===== config.mk =====
export PLATFORM = sky130hd
export DESIGN_NAME = pipemem_ctrl
export DESIGN_NICKNAME = d
export VERILOG_FILES = /design/src/rtl/pipemem_ctrl.sv
export SDC_FILE = /design/constraint.sdc
export NUM_CORES = 1
export LEC_CHECK = 0
export ABC_AREA = 1
export CORE_MARGIN = 5
export CORE_UTILIZATION = 40
export CTS_CLUSTER_DIAMETER = 30
export DETAILED_ROUTE_END_ITERATION = 16
export PLACE_DENSITY = 0.81
export SLEW_MARGIN = 10
export SYNTH_ARGS = -nofsm -noshare
export SYNTH_HDL_FRONTEND = slang
export SYNTH_SLANG_ARGS = --single-unit

===== constraint.sdc =====
create_clock -name clock -period 6.6 [get_ports clock]
set_input_delay 1.65 -clock clock [delete_from_list [all_inputs] [get_ports clock]]
set_output_delay 1.65 -clock clock [all_outputs]
set_load 0.05 [all_outputs]

===== src/rtl/pipemem_ctrl.sv =====
// pipemem_ctrl: MEM-stage sequencer that turns loads/stores into a req/ack memory
// transaction, freezes the pipeline while outstanding, aborts on bus timeout and counts stalls.
module pipemem_ctrl #(
  parameter int TIMEOUT = 16,
  parameter int CNT_W = 32
) (
  input  logic             clock,
  input  logic             reset,
  input  logic             mvalid,
  input  logic             mwmem,
  input  logic             mm2reg,
  input  logic [31:0]      malu,
  input  logic [31:0]      mb,
  input  logic             mem_ack,
  input  logic [31:0]      mem_rdata,
  output logic             mem_req,
  output logic             mem_we,
  output logic [31:0]      mem_addr,
  output logic [31:0]      mem_wdata,
  output logic             stall,
  output logic             mdone,
  output logic [31:0]      mmo,
  output logic             bus_err,
  output logic             err_flag,
  output logic [CNT_W-1:0] stall_cnt
);
  typedef enum logic [1:0] {IDLE, REQ, DONE} state_t;
  state_t state, state_next;
  logic [7:0] tcnt;
  logic access, timed_out;
  assign access = mvalid & (mwmem | mm2reg);
  // ack takes priority over an expiring timeout in the same cycle
  assign timed_out = ~mem_ack & (tcnt == 8'(TIMEOUT - 1));
  always_comb begin
    state_next = state;
    stall = 1'b0;
    mdone = 1'b0;
    state_next = state == IDLE ? (access ? REQ : IDLE) :
                 state == REQ  ? ((mem_ack | timed_out) ? DONE : REQ) : IDLE;
    stall = (state == IDLE && access) || state == REQ;
    mdone = state == DONE;
  end
  always_ff @(posedge clock or posedge reset)
    if (reset) state <= IDLE;
    else state <= state_next;
  always_ff @(posedge clock or posedge reset)
    if (reset) begin
      mem_req   <= 1'b0;
      mem_we    <= 1'b0;
      mem_addr  <= '0;
      mem_wdata <= '0;
      mmo       <= '0;
      bus_err   <= 1'b0;
      err_flag  <= 1'b0;
      stall_cnt <= '0;
      tcnt      <= '0;
    end else begin
      bus_err <= 1'b0;
      if (stall && stall_cnt != '1) stall_cnt <= stall_cnt + CNT_W'(1);
      if (state == IDLE && access) begin
        mem_addr  <= malu;
        mem_wdata <= mb;
        mem_we    <= mwmem;
        mem_req   <= 1'b1;
        tcnt      <= '0;
      end
      if (state == REQ) begin
        if (mem_ack) begin
          if (!mem_we) mmo <= mem_rdata;
          mem_req <= 1'b0;
        end else if (timed_out) begin
          mmo      <= '0;
          mem_req  <= 1'b0;
          bus_err  <= 1'b1;
          err_flag <= 1'b1;
        end else tcnt <= tcnt + 8'd1;
      end
    end
endmodule


; Word-level counts from Yosys, hierarchy flattened
; Index checks and enable logic that the tools add are counted.
[totals]
regBits = 142
input_bits = 102
wordCells = 47
out_inout_bits = 134
[op_classes]
n_eq_ne = 5
n_mux = 18
n_addsub = 2
bitwise_logic = 5
n_reduce_logical = 7
[op_table]
columns = op, count
row1 = $mux 32, 3
row2 = $add 32x1->32 const B, 1
row3 = $mux 8, 4
row4 = $ne 32x32->1 const B, 1
row5 = $add 8x1->8 const B, 1
row6 = $eq 8x4->1 const B, 1
row7 = $mux 1, 8
row8 = $mux 2, 3
row9 = $reduce_and 3->1, 2
row10 = $and 1x1->1, 2
row11 = $eq 2x1->1 const B, 1
row12 = $eq 2x2->1 const B, 1
row13 = $logic_and 1x1->1, 2
row14 = $logic_not 2->1, 1
row15 = $ne 2x2->1 const B, 1
row16 = $or 1x1->1, 2
row17 = $reduce_bool 2->1, 1
row18 = $logic_or 1x1->1, 1
row19 = $not 1->1, 1

; Longest topological paths before layout
[logic_depth]
depth_word = 7
mapped_depth = 11
mapped_depth_nobuf = 10

; Worst setup path before layout
; OpenSTA, ideal clock, no wires.
[synth_path]
path_kind = input-to-output
start = input mwmem
end = output stall
cell_stages = 4
t_arrival_ns = 2.329
n_path_buf = 0
path_slack_ns = 2.621
cell_sequence = inv_1 nand2_1 nand3_1 nand2_1
[synth_via]
elab_chain_cells = 4
[synth_rtl]
columns = element, line_no
row1 = "start, declared", 10  ; input logic mwmem,
row2 = $or 1x1->1, 31  ; assign access = mvalid & (mwmem | mm2reg);
row3 = $and 1x1->1, 31
row4 = $logic_and 1x1->1, 40  ; stall = (state == IDLE && access) || state == REQ;
row5 = $logic_or 1x1->1, 40
row6 = "end, declared", 20  ; output logic stall,
; No other way between the ends.

; Worst setup path after layout
; Ends and elaborated chain as after synthesis.

==> results.txt <==
Status = complete, no violations
Final std cells w/o fill = 1,179
Routed length per placed instance = 15.6 um
Post-synth top area cell = dfrtp_1
Max FO, Critical Path = 6
Crit end category = output port
DRC viols = 0
Die Ht = 138 um
Via-to-Cell Ratio = 4.87
Final setup viols = 0
Crit path cell chain = clkdlybuf4s50_1 -> inv_1 -> nand2_1 -> nand3_4 -> nand2_1 -> buf_4
GR Overflow Total = 0
Top post-synthesis cells by area = dfrtp_1 54%, nand2_1 15%, mux2_2 11%
Register area share after synthesis = 53.8%
Class of the most critical hold timing path = reg -> reg
Share of cells above drive strength 1 = 13.5%
Syn Area/Cell = 9.23 sq um
Relative slew slack = 28.0%
Power Total = 4.22 mW
Cell count after synthesis = 715
# IOs = 236
Worst reg-to-reg setup slack = 4.36 ns
Clock transition at the registers of the reported paths = 0.06 ns
Hold buffer count at cts = 0
FILL cells = 1,408
Crit path kind = in -> out
Resize count post-CTS = 0
Via count = 5,736
Setup Total Neg Slack = 0 ns
Initial antenna violation count = 0
Fin crit share = 69.6%
Worst slew pin tran = 1.08 ns
N_diodes = 0
H-tree levels = 4
Number of global-route vias before repair = 5,886
Slowest library cell on the worst path = clkdlybuf4s50_1
Setup ws final = 2.00 ns
Core area = 16,400 sq um
Area of the die = 19,200 sq um
Clk Latency, worst-skew pair = 0.42 ns
Hold Path End = mmo[15]
Setup bufs post-CTS = 0
R2R depth = 8
Synth top area share = 53.8%
Detailed Route Iter0 Violations = 423
Most common cell on crit path = nand2_1
Worst ir drop on vdd = 0.000316 V
Post-Syn Area = 6600 sq um
Clock root buffer = clkbuf_16
MaxCap Viol Count = 0
Post-synth ARST share = 100%
YS warnings = 0
TritonCTS clock tree = yes
Minimum clock period = 4.60 ns
P_leak = 4.36 nW
Largest net degree at the start of global routing = 85
First-pass GRT wire length = 30,500 um
Flops & latches, synth = 142
Hold Slack = 0.471 ns
Gp weighted congestion = 0.905
Starting Density = 40.2%
Final Hold Violating Endpoints = 0
Die X = 138 um
Max Fclk = 0.218 GHz
# rows = 47
Worst hold start = mmo[15]
Startpoint Class = input pin
CP Data Arrival Time = 2.95 ns
Synth cell types = 28
Number of synthesized flops with an enable pin = 0
Final #Nets = 1,050
Fin Clk Skew = 0.00741 ns
# clock sinks = 142
Post-Route WL = 18,400 um
Input/output buffers = 235
Cell count after placement = 1,147
Pre-CTS WS = 1.99 ns
CTS buffer count = 17
Synthesis-to-finish area growth = 46.6%
Main flop type after synthesis = dfrtp_1
CP peak stage delay = 0.45 ns
Final Max Slew Viols = 0
HPWL Detailed = 13,400 um
Maximum root-to-sink buffer count = 2
Worst hold path depth = 2
Net count after synthesis = 819
Crit Reg-Reg Endpoint = mmo[10]
Drt first pass iters = 5
RSZ-0062 raised after global routing = false
Critical Path RT = 4.95 ns
Pwr dens = 437 nW/um^2
Final ANT Viol Nets = 0
Tot GR Track Use = 19.5%
R2R Path Start = tcnt[0]
## state kept, by name (all words and copies together) (netlist names)
register   cells
mmo           32
mem_req        1
tcnt           8
mem_we         1
stall_cnt     32
bus_err        1
mem_wdata     32
state          2
err_flag       1
mem_addr      32
## per-stage QoR
step / util [%] / area (sq um)
after floorplan: - / 6600
after CTS: 58.9 / 9670
after detailed placement: 55.5 / 9110
after global routing: 58.9 / 9670
after global placement: 55.5 / 9110
final: 58.9 / 9670
## power breakdown
| part | switching [mW] | internal [mW] | total [mW] |
|---|---|---|---|
| sequential | 0.170 | 1.13 | 1.30 |
| clock | 0.390 | 0.523 | 0.913 |
| combinational | 1.34 | 0.671 | 2.01 |
## metal layers
| metal | GRT usage, % | up-vias | share of wire (%) |
|---|---|---|---|
| met3 | 7.56 | 26 | 9.4 |
| met2 | 33.6 | 213 | 50 |
| met4 | 5.67 | 0 | 1.5 |
| met5 | 0 | - | 0 |
| li1 | - | 2757 | - |
| met1 | 22.6 | 2740 | 39 |
## area by class of cell
| cell class | count | area (sq um) | share of cell area (%) |
|---|---|---|---|
| timing repair buffer | 238 | 2370 | 24.5 |
| sequential | 142 | 3550 | 36.7 |
| inverter | 43 | 171 | 1.77 |
| tap | 220 | 275 | 2.85 |
| multi-input combinational | 504 | 2740 | 28.3 |
| clock buffer | 17 | 425 | 4.40 |
| clock inverter | 15 | 135 | 1.40 |
## how the worst max path moves through the flow
stage,slack (ns),to,start,depth (start not counted)
floorplan,1.14,bus_err,reset,1
global placement,1.99,stall,mwmem,6
detailed placement,1.99,stall,mwmem,6
CTS,1.99,stall,mwmem,6
global route,1.93,stall,mwmem,6
finish,2.00,stall,mwmem,6
## synth_stat cells (3+ instances only)
cell	number
buf_6	4
nand4_1	36
nor3_1	3
clkbuf_1	10
nand2_2	11
buf_2	11
dfrtp_1	142
o21ai_1	3
inv_1	41
nand3_1	28
nand2_1	266
o21ai_0	7
nor2_2	7
xnor2_1	7
mux2_2	64
nor2_1	51
xor2_1	9
## cell usage in the layout (no fill, tap or decap), drive strengths merged, types with 3 or more instances in the layout
| cell type | synthesis | layout |
|---|---|---|
| mux2 | 64 | 64 |
| nand4 | 36 | 36 |
| nand3 | 28 | 28 |
| nor2 | 61 | 61 |
| nand2 | 280 | 280 |
| inv | 43 | 48 |
| o21ai | 10 | 10 |
| nor3 | 3 | 3 |
| buf | 16 | 4 |
| clkdlybuf4s50 | 0 | 234 |
| xnor2 | 7 | 7 |
| clkbuf | 10 | 17 |
| clkinv | 0 | 7 |
| xor2 | 9 | 9 |
| dfrtp | 142 | 142 |
## worst max-delay path, delay by kind of cell
kind / cells / cell delay (ns)
buffers and inverters: 3 / 0.78
AND/OR/NAND/NOR: 3 / 0.52
## kinds of logic after synthesis
family                   count (synthesis)  share of synthesized area, %
AO/OA/AOI/OAI                           12                         0.910
XOR/XNOR                                16                          2.12
adder cells (fa/ha/maj)                  2                         0.379
buffers and inverters                   69                          4.83
flip-flops                             142                          53.8
multiplexers                            64                          10.9
AND/OR/NAND/NOR                        410                          27.0
Power figures use the tool's default switching activity.
